### src/rtl/mips_debug_pkg.sv
// Shared types and default sizing for the processor debug dump path.
package mips_debug_pkg;

  localparam int DEF_DATA_WIDTH      = 32;
  localparam int DEF_DATA_WIDTH_UART = 8;
  localparam int DEF_NREGS           = 32;
  localparam int DEF_NMEM            = 32;
  localparam int DEF_ADDR_WIDTH      = 5;

  localparam int BYTES_PER_WORD = DEF_DATA_WIDTH / DEF_DATA_WIDTH_UART;
  localparam int DUMP_WORDS     = 1 + DEF_NREGS + DEF_NMEM;

  typedef enum logic [2:0] {
    IDLE,
    LOAD,
    SEND,
    WAIT,
    NEXT,
    FINISH
  } state_e;

  typedef enum logic [1:0] {
    PH_PC,
    PH_REGS,
    PH_MEM
  } phase_e;

  function automatic int bytes_per_word(input int dw, input int uw);
    return dw / uw;
  endfunction

  function automatic int idx_width(input int bpw);
    return (bpw > 1) ? $clog2(bpw) : 1;
  endfunction

endpackage

### src/rtl/debug_word_serializer.sv
// Holds one dump word and walks its bytes LSB first across the UART
// tx_signal/tx_done handshake; the parent FSM supplies LOAD/SEND/WAIT strobes.
module debug_word_serializer
  import mips_debug_pkg::*;
#(
  parameter int DATA_WIDTH      = DEF_DATA_WIDTH,
  parameter int DATA_WIDTH_UART = DEF_DATA_WIDTH_UART
) (
  input  logic                       i_clock,
  input  logic                       i_reset,
  input  logic                       i_load,
  input  logic [DATA_WIDTH-1:0]      i_word,
  input  logic                       i_single,
  input  logic                       i_send,
  input  logic                       i_wait,
  input  logic                       i_tx_done,
  output logic                       o_tx_signal,
  output logic [DATA_WIDTH_UART-1:0] o_tx_byte,
  output logic                       o_byte_done,
  output logic                       o_word_done
);

  localparam int BPW   = bytes_per_word(DATA_WIDTH, DATA_WIDTH_UART);
  localparam int IDX_W = idx_width(BPW);
  localparam logic [IDX_W-1:0] IDX_LAST = IDX_W'(BPW - 1);

  logic [DATA_WIDTH-1:0] word_q, word_d;
  logic [IDX_W-1:0]      idx_q, idx_d;
  logic                  last_byte;
  logic                  handshake;

  // A single-byte word (the checksum) ends after byte 0.
  assign last_byte   = i_single ? (idx_q == '0) : (idx_q == IDX_LAST);
  assign handshake   = i_wait & i_tx_done;
  assign o_byte_done = handshake & ~last_byte;
  assign o_word_done = handshake & last_byte;
  assign o_tx_signal = i_send;
  assign o_tx_byte   = word_q[DATA_WIDTH_UART*idx_q +: DATA_WIDTH_UART];

  always_comb begin
    word_d = word_q;
    idx_d  = idx_q;
    if (i_load) begin
      word_d = i_word;
      idx_d  = '0;
    end else if (o_byte_done) begin
      idx_d = idx_q + 1'b1;
    end else if (o_word_done) begin
      idx_d = '0;
    end
  end

  always_ff @(posedge i_clock or posedge i_reset) begin
    if (i_reset) begin
      word_q <= '0;
      idx_q  <= '0;
    end else begin
      word_q <= word_d;
      idx_q  <= idx_d;
    end
  end

endmodule

### src/rtl/debug_dump_tx.sv
// Serializes PC, registers 0..NREGS-1 and memory 0..NMEM-1 into UART bytes.
// Define DEBUG_DUMP_CHECKSUM_EN to append one XOR checksum byte to each dump.
//
// state  | meaning
// IDLE   | waiting for i_start; register address 0 already on o_reg_addr
// LOAD   | capture PC / register / memory word into the serializer
// SEND   | o_tx_signal pulse for the current byte
// WAIT   | hold byte until i_tx_done
// NEXT   | advance phase; next read address is on the bus this cycle
// FINISH | o_done pulse, back to IDLE
module debug_dump_tx
  import mips_debug_pkg::*;
#(
  parameter int DATA_WIDTH      = DEF_DATA_WIDTH,
  parameter int DATA_WIDTH_UART = DEF_DATA_WIDTH_UART,
  parameter int NREGS           = DEF_NREGS,
  parameter int NMEM            = DEF_NMEM,
  parameter int ADDR_WIDTH      = DEF_ADDR_WIDTH
) (
  input  logic                       i_clock,
  input  logic                       i_reset,
  input  logic                       i_start,
  input  logic [DATA_WIDTH-1:0]      i_pc,
  output logic [ADDR_WIDTH-1:0]      o_reg_addr,
  input  logic [DATA_WIDTH-1:0]      i_reg_data,
  output logic [ADDR_WIDTH-1:0]      o_mem_addr,
  input  logic [DATA_WIDTH-1:0]      i_mem_data,
  output logic                       o_tx_signal,
  output logic [DATA_WIDTH_UART-1:0] o_tx_byte,
  input  logic                       i_tx_done,
  output logic                       o_busy,
  output logic                       o_done
);

  localparam logic [ADDR_WIDTH-1:0] REG_LAST = ADDR_WIDTH'(NREGS - 1);
  localparam logic [ADDR_WIDTH-1:0] MEM_LAST = ADDR_WIDTH'(NMEM - 1);

  state_e                state_q, state_d;
  phase_e                phase_q, phase_d;
  logic [ADDR_WIDTH-1:0] reg_cnt_q, reg_cnt_d;
  logic [ADDR_WIDTH-1:0] mem_cnt_q, mem_cnt_d;
  logic [DATA_WIDTH-1:0] pc_q, pc_d;
  logic [DATA_WIDTH-1:0] data_word, load_word, csum_word;
  logic                  csum_phase;
  logic                  byte_done, word_done;

`ifdef DEBUG_DUMP_CHECKSUM_EN
  logic [DATA_WIDTH_UART-1:0] csum_q, csum_d;
  logic                       csum_phase_q, csum_phase_d;
  logic                       csum_set;
`endif

  // Counters hold the address of the next word to load, so the read is
  // already on the bus during NEXT (and during IDLE for register 0).
  always_comb begin
    state_d   = state_q;
    phase_d   = phase_q;
    reg_cnt_d = reg_cnt_q;
    mem_cnt_d = mem_cnt_q;
    pc_d      = pc_q;
`ifdef DEBUG_DUMP_CHECKSUM_EN
    csum_set  = 1'b0;
`endif
    unique case (state_q)
      IDLE: begin
        if (i_start) begin
          pc_d    = i_pc;
          phase_d = PH_PC;
          state_d = LOAD;
        end
      end
      LOAD: begin
        state_d = SEND;
        if (!csum_phase) begin
          if (phase_q == PH_REGS) begin
            reg_cnt_d = (reg_cnt_q == REG_LAST) ? '0 : reg_cnt_q + 1'b1;
          end else if (phase_q == PH_MEM) begin
            mem_cnt_d = (mem_cnt_q == MEM_LAST) ? '0 : mem_cnt_q + 1'b1;
          end
        end
      end
      SEND: state_d = WAIT;
      WAIT: begin
        if (byte_done) begin
          state_d = SEND;
        end else if (word_done) begin
          state_d = NEXT;
        end
      end
      NEXT: begin
        if (csum_phase) begin
          state_d = FINISH;
        end else if (phase_q == PH_PC) begin
          phase_d = PH_REGS;
          state_d = LOAD;
        end else if (phase_q == PH_REGS) begin
          state_d = LOAD;
          if (reg_cnt_q == '0) begin
            phase_d = PH_MEM;
          end
        end else if (mem_cnt_q == '0) begin
`ifdef DEBUG_DUMP_CHECKSUM_EN
          csum_set = 1'b1;
          state_d  = LOAD;
`else
          state_d  = FINISH;
`endif
        end else begin
          state_d = LOAD;
        end
      end
      FINISH: state_d = IDLE;
      default: state_d = IDLE;
    endcase
  end

  always_ff @(posedge i_clock or posedge i_reset) begin
    if (i_reset) begin
      state_q   <= IDLE;
      phase_q   <= PH_PC;
      reg_cnt_q <= '0;
      mem_cnt_q <= '0;
      pc_q      <= '0;
    end else begin
      state_q   <= state_d;
      phase_q   <= phase_d;
      reg_cnt_q <= reg_cnt_d;
      mem_cnt_q <= mem_cnt_d;
      pc_q      <= pc_d;
    end
  end

`ifdef DEBUG_DUMP_CHECKSUM_EN
  // Accumulates every dump byte; the checksum byte itself is excluded.
  always_comb begin
    csum_d       = csum_q;
    csum_phase_d = csum_phase_q;
    if (state_q == IDLE && i_start) begin
      csum_d       = '0;
      csum_phase_d = 1'b0;
    end else begin
      if (o_tx_signal && !csum_phase_q) begin
        csum_d = csum_q ^ o_tx_byte;
      end
      if (csum_set) begin
        csum_phase_d = 1'b1;
      end else if (state_q == FINISH) begin
        csum_phase_d = 1'b0;
      end
    end
  end

  always_ff @(posedge i_clock or posedge i_reset) begin
    if (i_reset) begin
      csum_q       <= '0;
      csum_phase_q <= 1'b0;
    end else begin
      csum_q       <= csum_d;
      csum_phase_q <= csum_phase_d;
    end
  end

  assign csum_phase = csum_phase_q;
  assign csum_word  = DATA_WIDTH'(csum_q);
`else
  assign csum_phase = 1'b0;
  assign csum_word  = '0;
`endif

  always_comb begin
    data_word = i_mem_data;
    if (phase_q == PH_PC) begin
      data_word = pc_q;
    end else if (phase_q == PH_REGS) begin
      data_word = i_reg_data;
    end
    load_word = csum_phase ? csum_word : data_word;
  end

  debug_word_serializer #(
    .DATA_WIDTH      (DATA_WIDTH),
    .DATA_WIDTH_UART (DATA_WIDTH_UART)
  ) u_serializer (
    .i_clock     (i_clock),
    .i_reset     (i_reset),
    .i_load      (state_q == LOAD),
    .i_word      (load_word),
    .i_single    (csum_phase),
    .i_send      (state_q == SEND),
    .i_wait      (state_q == WAIT),
    .i_tx_done   (i_tx_done),
    .o_tx_signal (o_tx_signal),
    .o_tx_byte   (o_tx_byte),
    .o_byte_done (byte_done),
    .o_word_done (word_done)
  );

  assign o_reg_addr = reg_cnt_q;
  assign o_mem_addr = mem_cnt_q;
  assign o_busy     = (state_q != IDLE) && (state_q != FINISH);
  assign o_done     = (state_q == FINISH);

endmodule

### config.mk
export PLATFORM = sky130hd
export DESIGN_NAME = debug_dump_tx
export DESIGN_NICKNAME = d
export VERILOG_FILES = /design/src/rtl/mips_debug_pkg.sv /design/src/rtl/debug_word_serializer.sv /design/src/rtl/debug_dump_tx.sv
export SDC_FILE = /design/constraint.sdc
export NUM_CORES = 1
export LEC_CHECK = 0
export ABC_AREA = 0
export CORE_MARGIN = 1.5
export CORE_UTILIZATION = 50
export CTS_CLUSTER_DIAMETER = 50
export DETAILED_ROUTE_END_ITERATION = 10
export PLACE_DENSITY = 0.83
export SYNTH_ARGS = -nofsm -noshare
export SYNTH_HDL_FRONTEND = slang
export SYNTH_SLANG_ARGS = --single-unit
### constraint.sdc
create_clock -name i_clock -period 9.1 [get_ports i_clock]
set_clock_uncertainty 0.05 [all_clocks]
set_input_delay 2.73 -clock i_clock [delete_from_list [all_inputs] [get_ports i_clock]]
set_output_delay 2.73 -clock i_clock [all_outputs]
set_load 0.1 [all_outputs]
==> results.md, run 1 <==
- The first global-routing pass estimated around 16 mm of wire.
- The arrival time reported for the critical path endpoint is around 2.7 ns.
- The clock slew at the register clock pins of the worst setup and hold paths is 0.08 ns.
- In this run the worst path has a maximum fanout of 12.
- The hold violation total from the final report is 0.
- At the end of routability-driven placement, the weighted congestion stood at 0.8378.
- Ranked by total cell area, the synthesized netlist is headed by sky130_fd_sc_hd__dfrtp_1 48%, sky130_fd_sc_hd__mux2_2 17%, sky130_fd_sc_hd__mux2i_1 7.5%, sky130_fd_sc_hd__o21ai_0 4.6%, sky130_fd_sc_hd__mux4_2 4.2%.
- Synthesis inferred a little over 80 register bits.
- VDD sags by at most roughly 0.18 mV.
- The part of the Yosys area used for sequential elements is 47.63%.
- The highest achievable clock rate is 0.1831 GHz.
- The met2 wire length is approximately 5 mm.
- The total routing usage reported by global routing is a little under a quarter.
- The mean post-synth cell area is around 12 sq um.
- The final period utilization is 60.03%.
- The commonest cells after synthesis are 81 x sky130_fd_sc_hd__dfrtp_1, 65 x sky130_fd_sc_hd__mux2_2, 39 x sky130_fd_sc_hd__o21ai_0.
- The number of enable flip-flop cells after synthesis is 0.
- The number of CTS-inserted buffers is 9.
- The setup slack after placement is about 4.0 ns.
- The floorplan step defined a die boundary enclosing slightly above 0.009 sq mm.
- The net count of the mapped netlist is around 470.
- Row generation in the floorplan step produced 33 rows.
- The H-tree was split into 3 levels.
- Port buffering added 120 buffers.
- The combined area of all synthesized cells is ~0.0043 sq mm.
- The final worst setup slack is 3.637 ns.
- The total routed wirelength is about 10 mm.
- Of the cells placed in the final design, the portion with a size suffix greater than 1 is about a fifth.
- The run finished with clean final reports.
- The post-cts hold buffer count is 0.
- The die width is between 90 and 100 microns.
- In this run the static leakage power is ~2.3 nW.
- The area growth from synthesis to layout is 32.99%.
- Post-CTS repair changed the size of 0 cells.
- Across the run, the number of max-cap violations was 0.
- The count of final setup violators is 0.
- between 100 and 150 I/O pins were placed.
- The final max-slew violation count is 0.
- The time the worst path needs with I/O delays and setup is 5.463 ns.
- Once the floorplan was initialized, standard cells occupied 51.79% of the core.
- Headroom to the max-slew limit came out at approximately 28%.
- The number of distinct library cells after synthesis is between 40 and 50.
- For the pin with the worst max-slew slack, the measured transition is between 1 and 1.5 ns.
- In the post-synthesis netlist, the cell with the most instances is sky130_fd_sc_hd__dfrtp_1.
- Together, buffers and inverters on the worst path number 1.
- The pin count of the biggest net entering global routing is about 80.
- After detailed routing, the number of remaining DRC violations is 0.
- The signal on the critical path passes through mux4_2, clkdlybuf4s50_1.
- The first detailed-routing pass ran for 4 iterations.
- The required time at the worst-slack endpoint is between 6 and 7 ns.
- The number of nets in the final layout is approximately 570.
- On the critical path, the stage with the largest delay is an instance of sky130_fd_sc_hd__clkdlybuf4s50_1.
- For the worst-skew pair, the clock arrives at the later sink with an insertion delay of ~0.35 ns.
- Setup repair after global routing left no endpoint under its margin.
- The worst setup path is of the reg2out kind.
- The number of setup buffers added after CTS is 0.
- STA classifies the critical path startpoint as a flip-flop.
- The capturing element type of the critical path is a primary output.
- The cell taking the most area after synthesis is sky130_fd_sc_hd__dfrtp_1.
- The residual overflow from global routing is 0.
- The summed negative setup slack over all endpoints is 0 ns.
- The core area is 0.008217 sq mm.
- Of the post-synthesis cell area, the dominant cell type holds between 40% and 50%.
- The deepest clock path buffer count is 2.
- The total of fill cells in the finished design is 626.
- The class of the tightest hold or removal check is reg2reg.
- The cell count after synthesis came out at 359.
- The mean routed wirelength per cell is roughly 17 microns.
- In this run the remaining antenna-violating nets after routing total 0.
- The kind of cell adding the most delay to the critical path is buffers and inverters.
- The biggest cell delay along the critical path is 0.99 ns.
- The clock tree from TritonCTS is done.
- For this design, the sink count on the clock tree is 81.
- In this run the power density over the cells is around 330 mW/mm^2.
- The detailed-route via count is 3188.
- The number of antenna diodes is 0.
- Summed over all nets, wire length on met3 after detailed routing comes to around 660 microns.
- The highest metal layer with signal wires is met4.
- The commonest register cell after synthesis is sky130_fd_sc_hd__dfrtp_1.
- The chip height is around 95 microns.
- The violation count after the first detailed-routing iteration is 210.
- For this block, wires on met1 add up to ~4.4 mm.
- CTS placed an instance of sky130_fd_sc_hd__clkbuf_8 at the clock tree root.
- The proportion of register bits with asynchronous set or reset after synthesis is 100.0%.
- The routed via count divided by cell count is between 5 and 6.
- The Yosys warning count is 0.
- The number of global-route vias before repair is between 3000 and 4000.
- Summed over all nets, the half-perimeter wirelength after detailed placement is around 7.2 mm.
- The initial antenna violation count is 0.
==> area by class of cell <==
| cell class | count | area [sq um] | share of cell area [%] |
|---|---|---|---|
| inverters | 6 | 23.77 | 0.4201 |
| multi-input cells | 246 | 2082 | 36.79 |
| well taps | 105 | 131.4 | 2.321 |
| flip-flops and latches | 81 | 2029 | 35.86 |
| clock buffers | 9 | 123.9 | 2.189 |
| repair buffers | 123 | 1224 | 21.62 |
| clock inverters | 7 | 45.04 | 0.7959 |
==> final timing paths <==
check / slack [ns] / cells past startpoint / startpoint / to
hold reg to reg: 0.46 / 1 / u_serializer.word_q[15] / u_serializer.word_q[15]
setup reg to reg: 6.91 / 3 / phase_q[0] / o_reg_addr[4]
max in group asynchronous: 5.33 / 3 / i_reset / phase_q[0]
hold / removal: 0.46 / 1 / u_serializer.word_q[15] / u_serializer.word_q[15]
setup / recovery: 3.64 / 2 / u_serializer.idx_q[0] / o_tx_byte[4]
min in group asynchronous: 2.96 / 3 / i_reset / pc_q[30]
==> metrics by stage <==
stage	power [mW]	cells	utilization, %	cell area [sq um]	hold WS (ns)
after floorplan	1.371	359	-	4255	0.4238
after global placement	1.586	561	66.82	5490	0.4353
after detailed placement	1.622	561	66.82	5490	0.4426
after CTS	1.858	577	68.87	5659	0.4624
after global routing	1.950	577	68.87	5659	0.4735
final	1.843	577	68.87	5659	0.4596
==> where the power goes <==
| part | internal (mW) | switching [mW] |
|---|---|---|
| Clock | 0.0985 | 0.134 |
| Sequential | 0.520 | 0.168 |
| Combinational | 0.405 | 0.516 |
==> logic make-up after synthesis <==
group / count (synthesis) / share of synthesized area [%]
AO/OA/AOI/OAI: 55 / 7.469
adder cells (fa/ha/maj): 7 / 2.058
buffers and inverters: 32 / 3.646
flip-flops: 81 / 47.63
multiplexers: 107 / 29.67
AND/OR/NAND/NOR: 77 / 9.527
==> layout by cell type (no fill, tap or decap), types with 2 or more instances in the layout <==
cell type,synthesis,final
sky130_fd_sc_hd__clkdlybuf4s50_1,0,120
sky130_fd_sc_hd__dfrtp_1,81,79
sky130_fd_sc_hd__mux2_2,65,65
sky130_fd_sc_hd__o21ai_0,39,39
sky130_fd_sc_hd__mux2i_1,32,32
sky130_fd_sc_hd__nand2_1,32,32
sky130_fd_sc_hd__nand2b_1,10,10
sky130_fd_sc_hd__clkbuf_8,0,9
sky130_fd_sc_hd__mux4_2,8,8
sky130_fd_sc_hd__ha_1,7,7
sky130_fd_sc_hd__nor2_1,6,6
sky130_fd_sc_hd__inv_1,6,5
sky130_fd_sc_hd__nand3_1,5,5
sky130_fd_sc_hd__o31ai_1,5,5
sky130_fd_sc_hd__clkinv_2,0,5
sky130_fd_sc_hd__and3_1,4,4
sky130_fd_sc_hd__nor3_1,3,3
sky130_fd_sc_hd__nand3b_1,3,3
sky130_fd_sc_hd__buf_4,0,3
sky130_fd_sc_hd__mux2_4,2,2
sky130_fd_sc_hd__nor4_1,2,2
sky130_fd_sc_hd__a21o_1,2,2
sky130_fd_sc_hd__or3_1,2,2
sky130_fd_sc_hd__o211ai_1,2,2
sky130_fd_sc_hd__dfrtp_2,0,2
==> sequential cells by signal, indices dropped and copies added, names as in the netlist <==
| register | count |
|---|---|
| o_mem_addr | 5 |
| o_reg_addr | 5 |
| pc_q | 32 |
| phase_q | 2 |
| state_q | 3 |
| u_serializer.idx_q | 2 |
| u_serializer.word_q | 32 |
==> layer usage <==
| layer | vias up | global-route usage [%] |
|---|---|---|
| met5 | - | 0 |
| met4 | 0 | 7.214 |
| met3 | 10 | 7.257 |
| met2 | 107 | 38.59 |
| met1 | 1556 | 29.78 |
| li1 | 1515 | - |
Note: power is estimated with default switching activity, not from simulation.
==> run 2: changes to the inputs <==
--- a/config.mk
+++ b/config.mk
@@ -7,10 +7,10 @@
 export LEC_CHECK = 0
 export ABC_AREA = 0
 export CORE_MARGIN = 1.5
-export CORE_UTILIZATION = 50
+export CORE_UTILIZATION = 43
 export CTS_CLUSTER_DIAMETER = 50
 export DETAILED_ROUTE_END_ITERATION = 10
-export PLACE_DENSITY = 0.83
+export PLACE_DENSITY = 0.76
 export SYNTH_ARGS = -nofsm -noshare
 export SYNTH_HDL_FRONTEND = slang
 export SYNTH_SLANG_ARGS = --single-unit
==> constraint.sdc (replaced) <==
create_clock -name i_clock -period 4.7 [get_ports i_clock]
set_clock_uncertainty 0.05 [all_clocks]
set_input_delay 1.41 -clock i_clock [delete_from_list [all_inputs] [get_ports i_clock]]
set_output_delay 1.41 -clock i_clock [all_outputs]
set_load 0.1 [all_outputs]
==> run 2 against run 1 <==
Net effect:
- final cell count increased by 5.2%
- non-clock buffer count increased by 2
- sequential power increased by 90%
- worst setup slack got worse by 2.7 ns
- critical path type unchanged
- global-route usage decreased by 4.3 points
- total power increased by 100%
- count of clock-buffer cells in the layout increased by 1
- clock power increased to 2.6 times the previous value
- utilization decreased by 9.4 points
- combinational power increased by 91%
==> results.md, run 2 (synthesis results as in run 1) <==
- The maximum fanout count along the critical path is 15 (+3).
- The detailed-route via count is 3129 (-1.9%).
- The final cell utilization of the core is 59.48% (-9.4 points).
- The worst hold margin is 0.4583 ns (-0.001298 ns).
- The highest achievable clock rate is 0.2626 GHz.
- The post-detailed-route DRC marker count is 0 (unchanged).
- The clock tree from TritonCTS is done.
- The overall power after layout is 3.680 mW (+100%).
- The depth of the most critical reg-to-reg path is 3 (unchanged).
- The starting density of the core is 43.94% (-7.8 points).
- The source-to-sink clock delay at the later pin of the worst-skew pair was 0.34 ns (about the same).
- The library cell used most frequently in the layout, excluding fill and tap cells, is sky130_fd_sc_hd__clkdlybuf4s50_1.
- The total of fill cells in the finished design was 836 (+34%).
- The setup slack of the most critical reg-to-reg path is 2.54 ns (-4.37 ns).
- The clock slew at the register clock pins of the worst setup and hold paths came to 0.08 ns (about the same).
- The launch point of the worst hold path is u_serializer.word_q[25].
- The smallest clock period supported by the final layout is computed as between 3 and 4 ns.
- The total routing usage reported by global routing is 19.22% (-4.3 points).
- The number of standard cells in the final layout excluding fillers is 607 (+5.2%).
- The die width was 102.5 microns (+7.6%).
- The finished layout cell area is 0.005761 sq mm (+1.8%).
- The placement row count is 36 (+9.1%).
- The launch instance of the worst register-to-register path is phase_q[0].
- The core area came to 0.009684 sq mm (+18%).
- The arrival time reported for the critical path endpoint is 2.35 ns (-0.33 ns).
- The required time at the worst-slack endpoint is 3.24 ns (-3.08 ns).
- The pin count of the biggest net entering global routing came to 72 (-12%).
- The leakage power summed over all cells was 2.339 nW (+2.3%).
- Following the worst setup path forward leads to its endpoint at o_tx_signal.
- The number of top-level pins was 121 (unchanged).
- The number of clock sinks was 81 (unchanged).
- The final max-slew violation count is 0 (unchanged).
- Clock tree synthesis selected as its root buffer the cell sky130_fd_sc_hd__clkbuf_8.
- The number of global-route vias before repair was 3133 (-3.5%).
- Dividing the final minimum period by the clock period gives 81.04%.
- The total area of sequential cells is 0.002029 sq mm (unchanged).
- The setup slack after placement is 1.262 ns (-2.731 ns).
- The summed negative setup slack over all endpoints came to 0 ns (unchanged).
- The violation count after the first detailed-routing iteration is 100 (-52%).
- The count of final setup violators came to 0 (unchanged).
- The library cells used most frequently in the layout, excluding fill and tap cells, are 111 x sky130_fd_sc_hd__clkdlybuf4s50_1, 79 x sky130_fd_sc_hd__dfrtp_1, 65 x sky130_fd_sc_hd__mux2_2.
- The number of CTS-inserted buffers is 9 (unchanged).
- The estimated wirelength of the detail-placed design is 7.032 mm (-1.9%).
- The residual overflow from global routing is 0 (unchanged).
- The number of iterations in the first detailed-routing pass came to 4 (unchanged).
- The total power density per cell area is 638.8 mW/mm^2 (+96%).
- The total routed wirelength is 9.525 mm (-5.0%).
- The kind of start point of the critical path is a flip-flop.
- The routed via count divided by cell count is 5.155 (-6.7%).
- The worst-case vdd ir drop came to 0.3282 mV (+84%).
- The residual antenna-violating net count after detailed routing is 0 (unchanged).
- The hold violation total from the final report is 0 (unchanged).
- Setup repair after global routing left no endpoint under its margin.
- The placed instance count came to 591 (+5.3%).
- The number of gates given a new drive strength after cts is 0 (unchanged).
- The number of setup buffers added after CTS is 0 (unchanged).
- The final worst setup slack is 0.8913 ns (-2.746 ns).
- The share of final-layout standard cells stronger than drive strength 1 was 23.00% (+2.0 points).
- The number of antenna diodes came to 0 (unchanged).
- From synthesis to final layout, the design area changed by 35.37%.
- The global-route wire length before repair was 15.37 mm (-3.4%).
- The number of nets in the final layout came to 576 (+0.35%).
- The post-cts hold buffer count is 0 (unchanged).
- The mean routed wirelength per cell was 15.69 microns (-9.7%).
- The worst hold path belongs to the class reg2reg.
- The initial antenna violation count came to 0 (unchanged).
- The relative slew slack is 29.90% (+1.6 points).
- The max-capacitance violation count came to 0 (unchanged).
- In this run the worst setup path begins at state_q[2].
- The worst register-to-register path ends at o_reg_addr[4].
- The deepest clock path buffer count is 2 (unchanged).
- The capturing element type of the critical path is a primary output.
- The total placed instance area came to 0.005518 sq mm (+0.50%).
- The class of the most critical setup path is reg2out.
- The weighted congestion reported at the end of routability-driven placement was 0.7589 (-9.4%).
- The chip height is 102.5 microns (+7.6%).
- In the final layout, the registers with the most flip-flops are pc_q (32), u_serializer.word_q (32).
- The flow ran to the end, and the final reports show no timing, DRC or antenna violations.
- The total area of multi-input combinational cells is 0.002082 sq mm (unchanged).
- The transition time of the tightest slew-check pin is 1.052 ns (-0.02331 ns).
- The number of port buffers is 120 (unchanged).
- The die area is 0.01050 sq mm (+16%).
- The number of levels the H-tree was split into came to 3 (unchanged).
## run 2: cell types whose count changed in the layout (fill, tap and decap cells not counted)
cell and change:
sky130_fd_sc_hd__inv_8 +1, sky130_fd_sc_hd__clkdlybuf4s50_1 -9, sky130_fd_sc_hd__clkinv_2 -3, sky130_fd_sc_hd__clkbuf_1 +1, sky130_fd_sc_hd__clkinvlp_4 -1, sky130_fd_sc_hd__inv_6 -1
sky130_fd_sc_hd__bufinv_16 +3, sky130_fd_sc_hd__buf_4 +11
## run 2: metal layers
metal / global-route usage [%] / wire, microns
met5: 0 / 0
met4: 6.849 / 121
met3: 3.352 / 474
met2: 30.77 / 4472
met1: 26.40 / 4458
## run 2: critical path, cell delays in order (launching register included)
cell and delay, ns:
sky130_fd_sc_hd__dfrtp_1 0.53, sky130_fd_sc_hd__nand2b_1 0.23, sky130_fd_sc_hd__nor2_1 0.10, sky130_fd_sc_hd__clkdlybuf4s50_1 1.14
## run 2: cell type report
type | count | share of cell area [%]
Timing Repair Buffer | 125 | 21.11
Clock buffer | 10 | 2.215
Inverter | 6 | 0.4127
Sequential cell | 81 | 35.23
Tap cell | 133 | 2.889
Multi-Input combinational cell | 246 | 36.14
Clock inverter | 6 | 1.998
## run 2: how the worst min path moves through the flow
stage,endpoint,slack (ns),cells past startpoint
4_1_cts,u_serializer.word_q[21],0.46,1
5_1_grt,pc_q[25],0.48,1
6_report,u_serializer.word_q[25],0.46,1
3_3_place_gp,u_serializer.word_q[14],0.44,1
3_5_place_dp,u_serializer.word_q[17],0.44,1
2_1_floorplan,u_serializer.word_q[22],0.42,1
## run 2: power breakdown
group / leakage (nW) / switching [mW] / internal (mW)
logic: 1.22 / 1.00 / 0.763
clock network: 0.122 / 0.250 / 0.357
registers: 0.997 / 0.304 / 1.01
